**src/rtl/pipeline_ctrl.sv**
```systemverilog
// pipeline_ctrl: pipeline hazard control (load-use stall, branch flush, external hold).
// Define HAZARD_STATS_EN to build the saturating stall/flush statistics counters.
module pipeline_ctrl #(
  parameter int LU_STALL = 1
) (
  input  logic        clk,
  input  logic        rst,
  input  logic [5:0]  id_rs,
  input  logic [5:0]  id_rt,
  input  logic        id_uses_rs,
  input  logic        id_uses_rt,
  input  logic [5:0]  ex_rd,
  input  logic        ex_MemRead,
  input  logic        ex_branch_taken,
  input  logic        ext_hold,
  output logic        pc_en,
  output logic        ifid_en,
  output logic        idex_en,
  output logic        exwb_en,
  output logic        ifid_flush,
  output logic        idex_bubble,
  output logic [15:0] stall_cnt,
  output logic [15:0] flush_cnt
);
  typedef enum logic [1:0] {RUN, STALL, HOLD} state_t;
  state_t     r_state, w_next;
  logic [2:0] r_cnt, w_cnt;
  logic       r_ret, w_ret;
  logic       w_lu, w_in_stall;
  assign w_lu = ex_MemRead & (ex_rd != '0) &
                ((id_uses_rs & (id_rs == ex_rd)) | (id_uses_rt & (id_rt == ex_rd)));
  // leaving HOLD behaves as the saved state in the same cycle
  assign w_in_stall = (r_state == STALL) | ((r_state == HOLD) & r_ret);
  always_comb begin
    w_next      = r_state;
    w_cnt       = r_cnt;
    w_ret       = r_ret;
    pc_en       = 1'b1;
    ifid_en     = 1'b1;
    idex_en     = 1'b1;
    exwb_en     = 1'b1;
    ifid_flush  = 1'b0;
    idex_bubble = 1'b0;
    if (rst) begin
      {pc_en, ifid_en, idex_en, exwb_en} = 4'b0;
      ifid_flush  = 1'b1;
      idex_bubble = 1'b1;
      w_next      = RUN;
      w_cnt       = '0;
      w_ret       = 1'b0;
    end else if (ext_hold) begin
      {pc_en, ifid_en, idex_en, exwb_en} = 4'b0;
      w_next = HOLD;
      w_ret  = (r_state == HOLD) ? r_ret : (r_state == STALL);
    end else if (ex_branch_taken) begin
      ifid_flush  = 1'b1;
      idex_bubble = 1'b1;
      w_next      = RUN;
      w_cnt       = '0;
    end else if (w_in_stall) begin
      pc_en       = 1'b0;
      ifid_en     = 1'b0;
      idex_bubble = 1'b1;
      w_cnt       = r_cnt - 3'd1;
      w_next      = (r_cnt == 3'd1) ? RUN : STALL;
    end else if (w_lu) begin
      pc_en       = 1'b0;
      ifid_en     = 1'b0;
      idex_bubble = 1'b1;
      w_cnt       = 3'(LU_STALL - 1);
      w_next      = (LU_STALL == 1) ? RUN : STALL;
    end else begin
      w_next = RUN;
    end
  end
  always_ff @(posedge clk or posedge rst) begin
    if (rst) begin
      r_state <= RUN;
      r_cnt   <= '0;
      r_ret   <= 1'b0;
    end else begin
      r_state <= w_next;
      r_cnt   <= w_cnt;
      r_ret   <= w_ret;
    end
  end
`ifdef HAZARD_STATS_EN
  logic [15:0] r_stall_cnt, r_flush_cnt;
  always_ff @(posedge clk or posedge rst) begin
    if (rst) begin
      r_stall_cnt <= '0;
      r_flush_cnt <= '0;
    end else begin
      if (!pc_en && !ext_hold && r_stall_cnt != 16'hFFFF) r_stall_cnt <= r_stall_cnt + 16'd1;
      if (ifid_flush && r_flush_cnt != 16'hFFFF) r_flush_cnt <= r_flush_cnt + 16'd1;
    end
  end
  assign stall_cnt = r_stall_cnt;
  assign flush_cnt = r_flush_cnt;
`else
  assign stall_cnt = '0;
  assign flush_cnt = '0;
`endif
endmodule

```
**config.mk**
```make
export PLATFORM = sky130hd
export DESIGN_NAME = pipeline_ctrl
export DESIGN_NICKNAME = d
export VERILOG_FILES = /design/src/rtl/pipeline_ctrl.sv
export SDC_FILE = /design/constraint.sdc
export NUM_CORES = 1
export LEC_CHECK = 0
export CAP_MARGIN = 20
export CORE_MARGIN = 5
export CORE_UTILIZATION = 35
export DETAILED_ROUTE_END_ITERATION = 10
export PLACE_DENSITY = 0.85
export SYNTH_ARGS = -nofsm -noshare
export SYNTH_HDL_FRONTEND = slang
export SYNTH_SLANG_ARGS = --single-unit
```
**constraint.sdc**
```tcl
create_clock -name clk -period 2.62 [get_ports clk]
set_input_delay 0.524 -clock clk [delete_from_list [all_inputs] [get_ports clk]]
set_output_delay 0.524 -clock clk [all_outputs]
set_load 0.01 [all_outputs]
```
Yosys cells after proc, flatten, opt, wreduce, memory -nomap -nowiden

Cells that the tools add are included.

Input bits: 25
Bits in registers: 6
Word-level logic and storage cells: 51

Mux-type cells: 28
Reduce and logical (&&, ||, !) cells: 5
Add/subtract/negate cells: 1
Equal/unequal tests: 7
Bitwise operators: 7

Operator list:

| cell                | count |
|---|---|
| $mux 1              | 21 |
| $mux 3              | 5 |
| $eq 6x6->1          | 2 |
| $reduce_bool 6->1   | 1 |
| $and 1x1->1         | 5 |
| $mux 2              | 2 |
| $ne 2x2->1 const B  | 2 |
| $reduce_and 2->1    | 2 |
| $reduce_bool 4->1   | 1 |
| $eq 3x1->1 const B  | 1 |
| $sub 3x1->3 const B | 1 |
| $eq 2x1->1 const B  | 1 |
| $eq 2x2->1 const B  | 1 |
| $or 1x1->1          | 2 |
| $reduce_bool 2->1   | 1 |

Depth between registers and ports, before layout

Word-level depth: 9
Gate-level depth with buffers: 5

Least setup slack after synthesis

Ideal clock, no wire load.

Kind: input to output
Start point: input ex_rd[0]
End point: output pc_en
Path buffers: 1
Path slack: 509 ps
Required time: 2,096 ps
Data arrival time: 1,587 ps
Stages: 4
Cell sequence: or4_4 > o31ai_4 > o311a_2 > buf_4

Word-level cells in the longest chain between the ends: 9
Elaborated cells on any way between the ends: 13
Classes of those cells: eq/ne (2); mux (5); bitwise (5); reduce/logical (1)

Ends and longest elaborated chain:

| item                   | line | source |
|---|---|---|
| start: declaration     | 12   | `input logic [5:0] ex_rd,` |
| $eq 6x6->1             | 31   | `((id_uses_rs & (id_rs == ex_rd)) \| (id_uses_rt & (id_rt == ex_rd)));` |
| $and 1x1->1            | 31   |  |
| $or 1x1->1             | 31   |  |
| $and 1x1->1 *          | 30   | `assign w_lu = ex_MemRead & (ex_rd != '0) &` |
| $mux 1 * (5 in series) | --   |  |
| end: declaration       | 16   | `output logic pc_en,` |

Mark *: on every way between the ends. The rest lies on a longest branch, timed or not.

Final worst setup path

Start point: input id_rt[4]
End point: output ifid_en

Word-level cells in the longest chain between the ends: 9

Ends and longest elaborated chain:

| item               | line | source |
|---|---|---|
| start: declaration | 9    | `input logic [5:0] id_rt,` |
| $eq 6x6->1         | 31   |  |
| $and 1x1->1        | 31   |  |
| $or 1x1->1         | 31   |  |
| $and 1x1->1        | 30   |  |
| $mux 1             | 66   | `end else if (w_lu) begin` |
| $mux 1             | 60   | `end else if (w_in_stall) begin` |
| $mux 1             | 55   | `end else if (ex_branch_taken) begin` |
| $mux 1             | 51   | `end else if (ext_hold) begin` |
| $mux 1             | 44   | `if (rst) begin` |
| end: declaration   | 17   | `output logic ifid_en,` |

Every way passes these cells.

==> results.ini <==
[place]
hpwl_um = 1630
placed_cell_area_sq_mm = 0.00102
gp_congestion = 0.789
io_buffer_count = 30

[route]
via_count = 660
first_pass_iters = 4
wl_um = 1810
avgViaCountPerCell = 4.18
antenna_left = 0
wl_per_cell_um = 11.4
drtIter0Drc = 5
drc = 0

[synth]
synthXorXnorAreaFrac_pct = 13.5
synth_top_family_by_area = buffers and inverters
ys_async_sr_fraction_pct = 100
syn_avg_cell_area_sq_um = 8.47
synth-main-ff-cell = dfrtp_1
muxShareOfSynthArea_pct = 0
ys_ff_latch = 6
yosys.area_share.simple_pct = 11.1
yosysSeqAreaShare_pct = 19.3
synth_area_sq_um = 779
synthDistinctLibCells = 26
yosys_warnings = 0
synth-edff-count = 0
syn-instance-count = 92
synth_fa_ha_area_share_pct = 3.21
synth_compound_gate_area_share_pct = 16.4

[power_and_ir_drop]
power.density_mw_per_mm2 = 290
ir_drop_uv = 167
p_leak_nw = 0.486
power_mw = 0.301

[setup_path]
worstPathArrival_ns = 2.05
cp.required_ns = 2.10
crit_type = in2out
endpoint_kind = output pin
cp-start-kind = input port
path_max_fanout = 3

[sta]
fmax_mhz = 389
rsz0062_at_grt = no
drv_slew = 0
final.setup.tns_ns = 0
skew_ns = 0.00289
setup_violations = 0
fin_crit_ns = 2.57
final-hold-violation-count = 0
whs_ns = 0.487
finalCritPeriodShare_pct = 98.1

[floorplanning]
io_pins = 63
dieWidth_um = 57.2
fp.dieArea_sq_mm = 0.00327
start_util_pct = 35.9
die_h_um = 57.2
num_rows = 17
core-area_sq_mm = 0.00217

[clock_network]
htree_num_levels = 1
cts_made_buffers = 3
hold_buffers = 0
cts_sinks = 6
clkTransAtPathRegs_ns = 0.04
cts_tree = yes
insertion_delay_ns = 0.24
clockBufferDepth = 2
cts_root_buffer = clkbuf_4

[cells_and_area]
syn_to_final_growth_pct = 32.9
layout.nets = 159
design_area_sq_mm = 0.00104
drive_gt1_share_pct = 13.1
n_fill_cell = 222
n_antenna_cell = 0

[hold_path]
min_path_type = reg2reg

[outcome]
status = complete, no violations

[flow_run]
drv_cap = 0

[grt]
track_usage_pct = 10.9
grt_pass1_vias = 623
antenna_found_initial = 0
globalRouteOverflowTotal = 0
grt_start_max_net_pins = 8
grt_pass1_wl_um = 2790

## kinds of logic (layout without fill, tap and decap cells)
logic type	count (synthesis)	count (layout)
compound gates	16	16
xor+xnor	12	12
fa+ha+maj	2	2
buf+inv	41	48
flops	6	6
other cells	1	32
simple gates	14	14
## cells in the final DEF, fill, tap and decap left out, drive strengths merged, types with 2 or more instances in the layout
cell and instances:
a21o 2, a21oi 3, buf 10, clkbuf 4, clkdlybuf4s50 21, conb 32, dfrtp 6, dlygate4sd2 6
ha 2, inv 7, nand2b 2, nand3 3, nand4 2, nor2 2, o21ai 3, xnor2 12
## synth_stat cells, drive strengths merged (2+ instances only)
cell | number | area (sq um)
o21ai | 3 | 15.0
nand3 | 3 | 15.0
dfrtp | 6 | 150
buf | 34 | 255
nand4 | 2 | 12.5
ha | 2 | 25.0
a21oi | 3 | 15.0
nand2b | 2 | 12.5
nor2 | 2 | 7.51
xnor2 | 12 | 105
inv | 7 | 26.3
a21o | 2 | 15.0
## worst paths after layout
path | startpoint | endpoint | slack [ns] | depth (start not counted)
max in group asynchronous | rst | r_cnt[0] | 1.76 | 4
min in group asynchronous | rst | r_state[1] | 0.74 | 4
max | id_rt[4] | ifid_en | 0.05 | 6
min reg2reg | r_cnt[1] | r_cnt[1] | 0.49 | 1
min | r_cnt[1] | r_cnt[1] | 0.49 | 1
max reg2reg | r_state[0] | r_cnt[0] | 1.21 | 5
## routing by layer
metal  routed length, um  vias to the layer above  global-route usage (%)
li1                    -                      319                       -
met1                 655                      307                    12.4
met5                   0                        -                       0
met4                  26                        0                    4.64
met3                 189                        4                    4.75
met2                 938                       30                    17.8
## sequential cells by signal, summed over array words and instances, names as in the netlist
| name | flops |
|---|---|
| r_state | 2 |
| r_cnt | 3 |
| r_ret | 1 |
## worst max-delay path: stages
cell and delay, ns:
clkdlybuf4s50_1 0.41, xnor2_1 0.19, nand4_1 0.11, o22a_1 0.25, o311a_2 0.40, buf_2 0.15
## where the power goes
group / internal [mW] / switching [mW] / total [mW]
logic: 0.0623 / 0.0595 / 0.122
registers: 0.0938 / 0.000506 / 0.0943
clock network: 0.0518 / 0.0330 / 0.0847
## what timing repair did
action	in CTS	in global routing
setup buffers	2	0
pin swaps	5	0
setup endpoints to repair	3	1
gates resized for setup	16	1
## metrics by stage
step / util, % / worst slack, ns / std cells
6_report: 47.8 / 0.0505 / 158
2_1_floorplan: - / 0.509 / 123
5_1_grt: 47.8 / 0.00676 / 158
4_1_cts: 48.0 / 0.0298 / 158
3_5_place_dp: 47.1 / -0.463 / 153
3_3_place_gp: 47.1 / -0.397 / 153
## final cells by class
cell class | instances | area, sq um | area share [%]
inverter | 7 | 26.3 | 2.54
tap | 28 | 35.0 | 3.38
timing repair buffer | 38 | 338 | 32.6
multi-input combinational | 76 | 464 | 44.8
sequential | 6 | 150 | 14.5
clock buffer | 3 | 22.5 | 2.17
(Power assumes the default switching activity.)
